--- src/rtl/aud_pkg.sv ---
// Shared types for the audio transport controller: FSM state codes and the
// latched playback mode.
package aud_pkg;

    localparam int INIT_PULSE_DEF = 2048;

    typedef enum logic [2:0] {
        ST_INIT       = 3'd0,
        ST_IDLE       = 3'd1,
        ST_RECD       = 3'd2,
        ST_RECD_PAUSE = 3'd3,
        ST_PLAY       = 3'd4,
        ST_PLAY_PAUSE = 3'd5
    } aud_state_e;

    typedef enum logic {
        INTERP_CONST  = 1'b0,
        INTERP_LINEAR = 1'b1
    } aud_interp_e;

    // Speed code width is a module parameter, so the full speed-mode bundle
    // is declared in the top as {mode, speed}.
    typedef struct packed {
        logic        fast;
        aud_interp_e interp;
    } aud_mode_t;

endpackage

--- src/rtl/aud_slot_len_table.sv ---
// Per-slot recorded-length register file: one write port, one read port,
// plus a per-slot "has data" flag used to reject playback of empty slots.
module aud_slot_len_table #(
    parameter int N_SLOTS = 4,
    parameter int LEN_W   = 19,
    localparam int SLOT_W = $clog2(N_SLOTS)
) (
    input  logic              i_clk,
    input  logic              i_rst_n,
    input  logic              we,
    input  logic [SLOT_W-1:0] wr_slot,
    input  logic [LEN_W-1:0]  wr_len,
    input  logic [SLOT_W-1:0] rd_slot,
    output logic [LEN_W-1:0]  rd_len,
    output logic [N_SLOTS-1:0] used
);

    logic [LEN_W-1:0] len_q [N_SLOTS];

    // NOTE: this is a handful of flops, not a RAM macro, so it can and must be
    // reset; a reset mid-operation is defined to discard all recorded lengths.
    always_ff @(posedge i_clk or negedge i_rst_n) begin
        if (!i_rst_n) begin
            for (int i = 0; i < N_SLOTS; i++) begin
                len_q[i] <= '0;
            end
        end else if (we) begin
            len_q[wr_slot] <= wr_len;
        end
    end

    assign rd_len = len_q[rd_slot];

    always_comb begin
        used = '0;
        for (int i = 0; i < N_SLOTS; i++) begin
            used[i] = |len_q[i];
        end
    end

endmodule

--- src/rtl/aud_transport_ctrl.sv ---
// Audio transport controller: codec-init sequencing, record/play/pause/stop
// FSM with per-slot lengths, and SRAM address/ownership muxing.
module aud_transport_ctrl
    import aud_pkg::*;
#(
    parameter int ADDR_W     = 20,
    parameter int N_SLOTS    = 4,
    parameter int INIT_PULSE = INIT_PULSE_DEF,
    parameter int SPEED_W    = 4,
    localparam int SLOT_W    = $clog2(N_SLOTS),
    localparam int OFF_W     = ADDR_W - SLOT_W,
    localparam int LEN_W     = OFF_W + 1
) (
    input  logic               i_clk,
    input  logic               i_rst_n,
    input  logic               i_key_rec,
    input  logic               i_key_play,
    input  logic               i_key_stop,
    input  logic [SLOT_W-1:0]  i_slot_sel,
    input  logic [SPEED_W-1:0] i_speed,
    input  logic               i_fast,
    input  logic               i_interp,
    input  logic               i_i2c_fin,
    input  logic [OFF_W-1:0]   i_rec_off,
    input  logic [OFF_W-1:0]   i_play_off,
    output logic               o_i2c_start,
    output logic               o_rec_start,
    output logic               o_rec_pause,
    output logic               o_rec_stop,
    output logic               o_dsp_start,
    output logic               o_dsp_pause,
    output logic               o_dsp_stop,
    output logic               o_play_en,
    output logic [SPEED_W-1:0] o_speed,
    output logic               o_fast,
    output logic               o_interp,
    output logic [ADDR_W-1:0]  o_sram_addr,
    output logic               o_sram_we_n,
    output logic               o_rec_owner,
    output logic [SLOT_W-1:0]  o_slot,
    output logic [LEN_W-1:0]   o_len,
    output logic [2:0]         o_state
);

    localparam int CNT_W = $clog2(INIT_PULSE + 1);
    localparam logic [CNT_W-1:0] INIT_LAST = CNT_W'(INIT_PULSE);
    localparam logic [OFF_W-1:0] LAST_OFF  = {OFF_W{1'b1}};
    localparam logic [LEN_W-1:0] FULL_LEN  = {1'b1, {OFF_W{1'b0}}};

    typedef struct packed {
        aud_mode_t          mode;
        logic [SPEED_W-1:0] speed;
    } play_cfg_t;

    aud_state_e        state_q, state_d;
    logic [CNT_W-1:0]  init_cnt_q;
    logic [SLOT_W-1:0] slot_q, slot_d;
    play_cfg_t         cfg_q, cfg_d;
    logic              i2c_start_q, i2c_start_d;
    logic              rec_start_q, rec_start_d;
    logic              rec_pause_q, rec_pause_d;
    logic              rec_stop_q, rec_stop_d;
    logic              dsp_start_q, dsp_start_d;
    logic              dsp_pause_q, dsp_pause_d;
    logic              dsp_stop_q, dsp_stop_d;
    logic              play_en_q, play_en_d;
    logic              we_n_q, we_n_d;
    logic              owner_q, owner_d;

    logic               len_we;
    logic [LEN_W-1:0]   len_wdata;
    logic [LEN_W-1:0]   cur_len;
    logic [N_SLOTS-1:0] slot_used;

    // Coincident keys resolve stop > rec > play.
    logic key_stop, key_rec, key_play;
    assign key_stop = i_key_stop;
    assign key_rec  = i_key_rec & ~i_key_stop;
    assign key_play = i_key_play & ~i_key_stop & ~i_key_rec;

    logic slot_full, play_end;
    assign slot_full = (i_rec_off == LAST_OFF);
    assign play_end  = ({1'b0, i_play_off} >= cur_len);

    aud_slot_len_table #(
        .N_SLOTS (N_SLOTS),
        .LEN_W   (LEN_W)
    ) u_len_table (
        .i_clk   (i_clk),
        .i_rst_n (i_rst_n),
        .we      (len_we),
        .wr_slot (slot_q),
        .wr_len  (len_wdata),
        .rd_slot (slot_q),
        .rd_len  (cur_len),
        .used    (slot_used)
    );

    // NOTE: every signal written here gets a default first, so no path through
    // the case leaves one unassigned and no latch is inferred.
    always_comb begin
        state_d     = state_q;
        slot_d      = slot_q;
        cfg_d       = cfg_q;
        rec_start_d = 1'b0;
        rec_pause_d = 1'b0;
        rec_stop_d  = 1'b0;
        dsp_start_d = 1'b0;
        dsp_pause_d = 1'b0;
        dsp_stop_d  = 1'b0;
        len_we      = 1'b0;
        len_wdata   = '0;

        case (state_q)
            ST_INIT: begin
                if (i_i2c_fin) state_d = ST_IDLE;
            end
            ST_IDLE: begin
                if (key_rec) begin
                    slot_d      = i_slot_sel;
                    rec_start_d = 1'b1;
                    state_d     = ST_RECD;
                end else if (key_play) begin
                    slot_d = i_slot_sel;
                    if (slot_used[i_slot_sel]) begin
                        cfg_d.speed       = i_speed;
                        cfg_d.mode.fast   = i_fast;
                        cfg_d.mode.interp = aud_interp_e'(i_interp);
                        dsp_start_d       = 1'b1;
                        state_d           = ST_PLAY;
                    end
                end
            end
            ST_RECD: begin
                if (slot_full) begin
                    rec_stop_d = 1'b1;
                    len_we     = 1'b1;
                    len_wdata  = FULL_LEN;
                    state_d    = ST_IDLE;
                end else if (key_stop) begin
                    rec_stop_d = 1'b1;
                    len_we     = 1'b1;
                    len_wdata  = {1'b0, i_rec_off};
                    state_d    = ST_IDLE;
                end else if (key_rec) begin
                    rec_pause_d = 1'b1;
                    state_d     = ST_RECD_PAUSE;
                end
            end
            ST_RECD_PAUSE: begin
                if (key_stop) begin
                    rec_stop_d = 1'b1;
                    len_we     = 1'b1;
                    len_wdata  = {1'b0, i_rec_off};
                    state_d    = ST_IDLE;
                end else if (key_rec) begin
                    rec_start_d = 1'b1;
                    state_d     = ST_RECD;
                end
            end
            ST_PLAY: begin
                if (play_end || key_stop) begin
                    dsp_stop_d = 1'b1;
                    state_d    = ST_IDLE;
                end else if (key_play) begin
                    dsp_pause_d = 1'b1;
                    state_d     = ST_PLAY_PAUSE;
                end
            end
            ST_PLAY_PAUSE: begin
                if (key_stop) begin
                    dsp_stop_d = 1'b1;
                    state_d    = ST_IDLE;
                end else if (key_play) begin
                    cfg_d.speed       = i_speed;
                    cfg_d.mode.fast   = i_fast;
                    cfg_d.mode.interp = aud_interp_e'(i_interp);
                    dsp_start_d       = 1'b1;
                    state_d           = ST_PLAY;
                end
            end
            default: state_d = ST_INIT;
        endcase

        // Level outputs are decoded from the next state so they line up with
        // the registered state code.
        play_en_d   = (state_d == ST_PLAY);
        we_n_d      = (state_d != ST_RECD);
        owner_d     = (state_d == ST_RECD);
        i2c_start_d = (state_d == ST_INIT) && (init_cnt_q < INIT_LAST);
    end

    // NOTE: sequential state uses non-blocking assignments only, so every
    // register samples the pre-edge values computed above.
    always_ff @(posedge i_clk or negedge i_rst_n) begin
        if (!i_rst_n) begin
            state_q     <= ST_INIT;
            init_cnt_q  <= '0;
            slot_q      <= '0;
            cfg_q       <= '0;
            i2c_start_q <= 1'b0;
            rec_start_q <= 1'b0;
            rec_pause_q <= 1'b0;
            rec_stop_q  <= 1'b0;
            dsp_start_q <= 1'b0;
            dsp_pause_q <= 1'b0;
            dsp_stop_q  <= 1'b0;
            play_en_q   <= 1'b0;
            we_n_q      <= 1'b1;
            owner_q     <= 1'b0;
        end else begin
            state_q     <= state_d;
            slot_q      <= slot_d;
            cfg_q       <= cfg_d;
            i2c_start_q <= i2c_start_d;
            rec_start_q <= rec_start_d;
            rec_pause_q <= rec_pause_d;
            rec_stop_q  <= rec_stop_d;
            dsp_start_q <= dsp_start_d;
            dsp_pause_q <= dsp_pause_d;
            dsp_stop_q  <= dsp_stop_d;
            play_en_q   <= play_en_d;
            we_n_q      <= we_n_d;
            owner_q     <= owner_d;
            if (state_q == ST_INIT && init_cnt_q < INIT_LAST) begin
                init_cnt_q <= init_cnt_q + 1'b1;
            end
        end
    end

    assign o_state     = state_q;
    assign o_i2c_start = i2c_start_q;
    assign o_rec_start = rec_start_q;
    assign o_rec_pause = rec_pause_q;
    assign o_rec_stop  = rec_stop_q;
    assign o_dsp_start = dsp_start_q;
    assign o_dsp_pause = dsp_pause_q;
    assign o_dsp_stop  = dsp_stop_q;
    assign o_play_en   = play_en_q;
    assign o_speed     = cfg_q.speed;
    assign o_fast      = cfg_q.mode.fast;
    assign o_interp    = cfg_q.mode.interp;
    assign o_sram_we_n = we_n_q;
    assign o_rec_owner = owner_q;
    assign o_slot      = slot_q;
    assign o_len       = cur_len;

    // The only combinational output: the offset follows the owning engine.
    assign o_sram_addr = (state_q == ST_RECD || state_q == ST_RECD_PAUSE)
                       ? {slot_q, i_rec_off} : {slot_q, i_play_off};

endmodule

--- config.mk ---
export PLATFORM = sky130hd
export DESIGN_NAME = aud_transport_ctrl
export DESIGN_NICKNAME = d
export VERILOG_FILES = /design/src/rtl/aud_pkg.sv /design/src/rtl/aud_slot_len_table.sv /design/src/rtl/aud_transport_ctrl.sv
export SDC_FILE = /design/constraint.sdc
export NUM_CORES = 1
export LEC_CHECK = 0
export CAP_MARGIN = 25
export CORE_ASPECT_RATIO = 2
export CORE_MARGIN = 2
export CORE_UTILIZATION = 45
export CTS_CLUSTER_SIZE = 20
export DETAILED_ROUTE_END_ITERATION = 10
export PLACE_DENSITY = 0.77
export SETUP_SLACK_MARGIN = 0.15
export SLEW_MARGIN = 20
export SYNTH_ARGS = -nofsm -noshare
export SYNTH_HDL_FRONTEND = slang
export SYNTH_SLANG_ARGS = --single-unit
--- constraint.sdc ---
create_clock -name i_clk -period 4.2 [get_ports i_clk]
set_input_delay 0.84 -clock i_clk [delete_from_list [all_inputs] [get_ports i_clk]]
set_output_delay 0.84 -clock i_clk [all_outputs]
set_load 0.05 [all_outputs]
=== Word-level counts from Yosys, hierarchy flattened ===
Cells that the tools add are included.

* Input port bits: 50
* Bits in read-only memories: 0
* Logic and storage cells: 113
* Flip-flop bits (word level): 109
* Bits in latches: 0
* RAM bits: 0
* Output and inout port bits: 60
* Memories kept: 0

* Multiply operators: 0
* Shifts and indexed selects: 0
* Muxes and demuxes: 52
* Magnitude comparators: 5
* Equality and inequality tests: 14
* Bitwise logic cells: 6
* Div/mod/pow operators: 0
* Reduce and logical (&&, ||, !) cells: 15
* Add/subtract/negate cells: 1

{| class="wikitable"
|+ Operators by type and width
! operator !! number
|-
| bitwise mux 76 bit || 1
|-
| 2-to-1 mux 19 bit || 4
|-
| OR reduction 19 bit || 4
|-
| 2-to-1 mux 3 bit || 13
|-
| binary-select mux 19 bit (select 2 bit) || 1
|-
| demux 19 bit (select 2 bit) || 1
|-
| case mux 19 bit (2 select lines) || 1
|-
| 2-to-1 mux 18 bit || 2
|-
| 2-to-1 mux 6 bit || 5
|-
| >= comparator 18 x 19 -> 1 bit || 1
|-
| == test 18 bit, second input constant || 1
|-
| case mux 3 bit (6 select lines) || 1
|-
| 2-to-1 mux 1 bit || 15
|-
| adder 12 x 1 -> 12 bit, second input constant || 1
|-
| less-than comparator 12 bit, second input constant || 1
|-
| case mux 6 bit (2 select lines) || 1
|-
| != test 2 bit, second input constant || 5
|-
| == test 3 x 2 -> 1 bit, second input constant || 3
|-
| == test 3 bit, second input constant || 3
|-
| case mux 1 bit (2 select lines) || 4
|-
| zero test 3 bit || 2
|-
| AND reduction 6 bit || 1
|-
| 2-to-1 mux 2 bit || 2
|-
| nonzero test 2 bit || 2
|-
| other kinds (12) || 18
|}

=== Depth between registers and ports, before layout ===
Gate-level depths: netlist (run 1).

* Depth after elaboration: 10
* Gate-level depth with buffers: 12
* Depth with buffers taken out: 10

=== Modules after synthesis ===
Synthesis (run 1) repeated with hierarchy kept, for this count alone.

* Cell total of the unflattened synthesis: 501
* Area, all modules: 6179.7 um2

{| class="wikitable"
|+ Modules (own cells, without submodules)
! module !! times used !! area an instance (um2) !! cells an instance !! sequential area each (um2)
|-
| aud_slot_len_table || 1 || 3643.5 || 210 || 1901.8
|-
| aud_transport_ctrl || 1 || 2536.2 || 291 || 827.0
|}

=== Least setup slack after synthesis (run 1) ===
OpenSTA, ideal clock, no wires.

* Path kind: register -> register
* From: register slot_q[0], in the netlist o_slot[0]
* To: register i2c_start_q, in the netlist o_i2c_start
* Cell stages (with the launch flop): 13
* Arrival time: 3782 ps
* Buffers on the path: 2
* Setup slack: 323 ps
* Period minus slack after synthesis: 3877 ps
* Library setup time: 95 ps
* Required time: 4105 ps
* Cell sequence: dfrtp_1 > buf_4 > clkbuf_1 > mux4_2 > inv_1 > ha_1 > a21o_1 > a21oi_1 > nor2_1 > or4_1 > a2bb2oi_1 > a211oi_2 > nor4b_2

* Cells in the longest elaborated chain, start to end: 10

{| class="wikitable"
|+ Ends and longest elaborated chain
! element !! line !! RTL
|-
| start: declaration || aud_transport_ctrl.sv:57 || <nowiki>logic [SLOT_W-1:0] slot_q, slot_d;</nowiki>
|-
| start signal: assignment || aud_transport_ctrl.sv:213 || <nowiki>slot_q <= slot_d;</nowiki>
|-
| NOT 2 -> 3 bit (implied by the code) || aud_slot_len_table.sv:32 || <nowiki>assign rd_len = len_q[rd_slot];</nowiki>
|-
| binary-select mux 19 bit (select 2 bit) || aud_slot_len_table.sv:32 ||
|-
| 2-to-1 mux 19 bit (implied by the code) (2 in series) || aud_slot_len_table.sv:32 ||
|-
| named net o_len[16] || aud_transport_ctrl.sv:41 || <nowiki>output logic [LEN_W-1:0] o_len,</nowiki>
|-
| >= comparator 18 x 19 -> 1 bit || aud_transport_ctrl.sv:83 || <nowiki>assign play_end = ({1'b0, i_play_off} >= cur_len);</nowiki>
|-
| logical OR 1 bit || aud_transport_ctrl.sv:162 || <nowiki>if (play_end || key_stop) begin</nowiki>
|-
| 2-to-1 mux 3 bit || aud_transport_ctrl.sv:162 ||
|-
| case mux 3 bit (6 select lines) || aud_transport_ctrl.sv:114 || <nowiki>case (state_q)</nowiki>
|-
| zero test 3 bit || aud_transport_ctrl.sv:190 || <nowiki>i2c_start_d = (state_d == ST_INIT) && (init_cnt_q < INIT_LAST);</nowiki>
|-
| logical AND 1 bit || aud_transport_ctrl.sv:190 ||
|-
| named net i2c_start_d || aud_transport_ctrl.sv:59 || <nowiki>logic i2c_start_q, i2c_start_d;</nowiki>
|-
| end signal: assignment || aud_transport_ctrl.sv:215 || <nowiki>i2c_start_q <= i2c_start_d;</nowiki>
|-
| end: declaration || aud_transport_ctrl.sv:59 ||
|}

The timed path passes the listed nets, and every way through them passes these cells. The select of a mux whose other input is x is not followed.
A chain may end at the register's enable or synchronous reset.

=== Worst setup path in the final report (run 1) ===
* From: register slot_q[0], in the netlist o_slot[0]
* To: register i2c_start_q, in the netlist o_i2c_start

* Cells in the longest elaborated chain, start to end: 10

{| class="wikitable"
|+ Ends and longest elaborated chain
! element !! line
|-
| NOT 2 -> 3 bit (implied by the code) || aud_slot_len_table.sv:32
|-
| binary-select mux 19 bit (select 2 bit) || aud_slot_len_table.sv:32
|-
| 2-to-1 mux 19 bit (implied by the code) (2 in series) || aud_slot_len_table.sv:32
|-
| >= comparator 18 x 19 -> 1 bit || aud_transport_ctrl.sv:83
|-
| logical OR 1 bit || aud_transport_ctrl.sv:162
|-
| 2-to-1 mux 3 bit || aud_transport_ctrl.sv:162
|-
| case mux 3 bit (6 select lines) || aud_transport_ctrl.sv:114
|-
| zero test 3 bit || aud_transport_ctrl.sv:190
|-
| logical AND 1 bit || aud_transport_ctrl.sv:190
|-
| named net i2c_start_d || aud_transport_ctrl.sv:59
|}

The timed path passes the listed nets, and every way through them passes these cells. The select of a mux whose other input is x is not followed.

==> results.json, run 1 <==
{
  "placed_area_um2": 6790,
  "synth_area_um2": 5620,
  "syn_area_per_cell_um2": 12.7,
  "rows": 57,
  "synth_cells": 443,
  "grt_pass1_vias": 4696,
  "leakagePower_nw": 2.96,
  "cts_hold_buf": 0,
  "cts.sinks": 109,
  "hpwlAfterDp_mm": 11.8,
  "crit_family": "compound AO/OA/AOI/OAI gates",
  "antenna_cells": 0,
  "max_cap_viol_count": 0,
  "cts_resized": 0,
  "status": "complete, no violations",
  "cp_max_fo": 19,
  "wl_mm": 16.3,
  "numCtsBuffers": 9,
  "grt_first_pass_wirelength_mm": 25.9,
  "drive_gt1_frac": 0.159,
  "critPathMaxStageDelay_ns": 0.66,
  "synth_cell_types": 50,
  "finalInstanceArea_um2": 7090,
  "initial_core_util": 0.461,
  "synthTopCellsByArea": "dfrtp_1, a32o_1, mux4_2, mux2_2, ha_1",
  "syn-num-nets": 512,
  "root_buffer": "clkbuf_16",
  "setup_tns_ns": 0,
  "maxSlewViolCount": 0,
  "nets": 606,
  "io_buffers": 109,
  "synthFlopType": "dfrtp_1",
  "crit_chain": "buf_12 -> mux4_2 -> inv_1 -> ha_1 -> a21oi_1 -> o21ai_0 -> a2111oi_0 -> a211oi_1 -> a2bb2oi_1 -> a211oi_2 -> nor4b_2",
  "clock.fmax_ghz": 0.272,
  "drc": 0,
  "synth_edf_count": 0,
  "place_congestion": 0.931,
  "fp.dieArea_um2": 13500,
  "htree_levels": 3,
  "hold_slack_ns": 0.477,
  "critPathKind": "flip-flop to flip-flop",
  "ir_worst_vdd_mv": 0.647,
  "worstPathArrival_ns": 3.93,
  "area_growth_pct": 26.2,
  "ant_nets": 0,
  "end_kind": "flip-flop",
  "crit_required_ns": 4.46,
  "vias": 4596,
  "cts_tree": "yes",
  "crit_slowest_cell": "dfrtp_1",
  "ys_seq_area_frac": 0.486,
  "yosysMostFrequentCell": "dfrtp_1",
  "antenna_found_initial": 0,
  "first_pass_iters": 5,
  "nFillCells": 986,
  "hold_viol": 0,
  "period_share": 0.875,
  "die_h_um": 162,
  "drtIter0Drc": 398,
  "clk_pin_slew_ns": 0.08,
  "chipWidth_um": 83.0,
  "ios": 110,
  "design.core.area_um2": 12200,
  "clock_skew_ns": 0.0102,
  "post_cts_buffers": 0,
  "hp-class": "flip-flop to flip-flop",
  "max-slew-margin-rel": 0.397,
  "fin_crit_ns": 3.67,
  "routed_via_density": 6.67,
  "avgRoutedWirePerCell_um": 23.7,
  "yosys_warnings": 0,
  "clk_latency_ns": 0.35,
  "ys_ff_latch": 109,
  "cp_num_buf_inv": 2,
  "track_usage": 0.249,
  "rsz0062_at_grt": "false",
  "ys_async_sr_fraction": 1.00,
  "yosysTopAreaCellShare": 0.481,
  "grt_overflow": 0,
  "synth_top_area_cell": "dfrtp_1",
  "setup_viol": 0,
  "grt_max_degree": 73,
  "cellPowerDensity_nw_per_um2": 868,
  "worstMarginPinSlew_ns": 0.904,
  "clockBufferDepth": 2,
  "start_kind": "flip-flop",
  "synth_commonest_cells": "dfrtp_1, a32o_1, mux2_2, inv_1, nor4_1"
}
[sequential cells by signal, summed over array words and instances (netlist names)]
name	flops
o_speed	4
o_rec_stop	1
init_cnt_q	12
o_rec_owner	1
o_i2c_start	1
o_sram_we_n	1
o_fast	1
o_dsp_stop	1
o_rec_pause	1
o_play_en	1
u_len_table.len_q	76
o_dsp_start	1
o_dsp_pause	1
o_interp	1
o_state	3
o_slot	2
o_rec_start	1
[final timing paths]
kind,end,slack (ns),depth (start not counted),start
min in group asynchronous,u_len_table.len_q[43],0.58,1,i_rst_n
hold reg to reg,init_cnt_q[8],0.48,1,init_cnt_q[8]
setup reg to reg,o_i2c_start,0.53,11,o_slot[0]
hold / removal,init_cnt_q[8],0.48,1,init_cnt_q[8]
max in group asynchronous,o_sram_we_n,2.72,2,i_rst_n
setup / recovery,o_i2c_start,0.53,11,o_slot[0]
[cells in the final DEF (no fill, tap or decap), drive strengths merged, types with 2 or more instances in the layout]
| cell type | Yosys | layout |
|---|---|---|
| a2111oi | 2 | 2 |
| a211oi | 6 | 6 |
| a21o | 2 | 2 |
| a21oi | 5 | 5 |
| a22o | 5 | 5 |
| a32o | 72 | 72 |
| and2 | 3 | 3 |
| and3 | 3 | 3 |
| and4 | 2 | 2 |
| buf | 19 | 10 |
| clkbuf | 16 | 9 |
| clkdlybuf4s50 | 0 | 108 |
| clkinv | 0 | 3 |
| dfrtp | 108 | 108 |
| ha | 19 | 19 |
| inv | 23 | 27 |
| mux2 | 27 | 27 |
| mux4 | 19 | 19 |
| nand2 | 15 | 15 |
| nand2b | 3 | 3 |
| nand3 | 10 | 10 |
| nand4 | 8 | 8 |
| nor2 | 12 | 12 |
| nor2b | 6 | 6 |
| nor3b | 3 | 3 |
| nor4 | 22 | 22 |
| nor4b | 3 | 3 |
| o21ai | 7 | 7 |
| or4 | 2 | 2 |
| xnor2 | 7 | 7 |
| xor2 | 3 | 3 |
[cell type report]
class	count	area, um^2	area share
Clock buffer	9	225	0.0318
Clock inverter	7	78.8	0.0111
Timing Repair Buffer	118	1170	0.165
Inverter	23	86.3	0.0122
Multi-Input combinational cell	276	2620	0.369
Sequential cell	109	2730	0.385
Tap cell	147	184	0.0259
[per-layer routing]
| layer | vias up | share of wire | GRT usage |
|---|---|---|---|
| li1 | 1953 | - | - |
| met5 | - | 0 | 0 |
| met1 | 2323 | 0.35 | 0.292 |
| met3 | 60 | 0.064 | 0.0366 |
| met4 | 0 | 0.058 | 0.148 |
| met2 | 260 | 0.53 | 0.429 |
[cell families (layout without fill, tap and decap cells)]
logic type / after synthesis / count (layout) / synth area share
AND/OR/NAND/NOR: 93 / 93 / 0.102
adder cells (fa/ha/maj): 19 / 19 / 0.0423
flip-flops: 109 / 109 / 0.486
buffers and inverters: 58 / 157 / 0.0497
XOR/XNOR: 10 / 10 / 0.0156
AO/OA/AOI/OAI: 107 / 107 / 0.173
multiplexers: 47 / 47 / 0.132
[metrics by stage]
stage / std cells / util / total power [mW] / worst slack, ns
2_1_floorplan: 443 / - / 4.18 / 0.323
3_3_place_gp: 673 / 0.556 / 5.19 / 0.574
3_5_place_dp: 673 / 0.556 / 5.30 / 0.533
4_1_cts: 689 / 0.581 / 6.17 / 0.501
5_1_grt: 689 / 0.581 / 6.46 / 0.202
6_report: 689 / 0.581 / 6.15 / 0.526
[power breakdown]
part           internal, mW  switching (mW)
Clock                 0.425           0.424
Sequential             1.46           0.391
Combinational          1.38            2.07
[worst reg2reg max path, cell delays in order, from the launching register on]
cell and delay (ns):
dfrtp_1 0.66, buf_12 0.26, mux4_2 0.55, inv_1 0.07
ha_1 0.24, a21oi_1 0.17, o21ai_0 0.17, a2111oi_0 0.45
a211oi_1 0.17, a2bb2oi_1 0.18, a211oi_2 0.39, nor4b_2 0.26
Note: power is estimated with default switching activity, not from simulation.
==> inputs of run 2 (changes only) <==
ABC_CLOCK_PERIOD_IN_PS = 4200   (was unset)
==> results of run 2 <==
The final DEF is identical to that of run 1; final timing and power are the same.
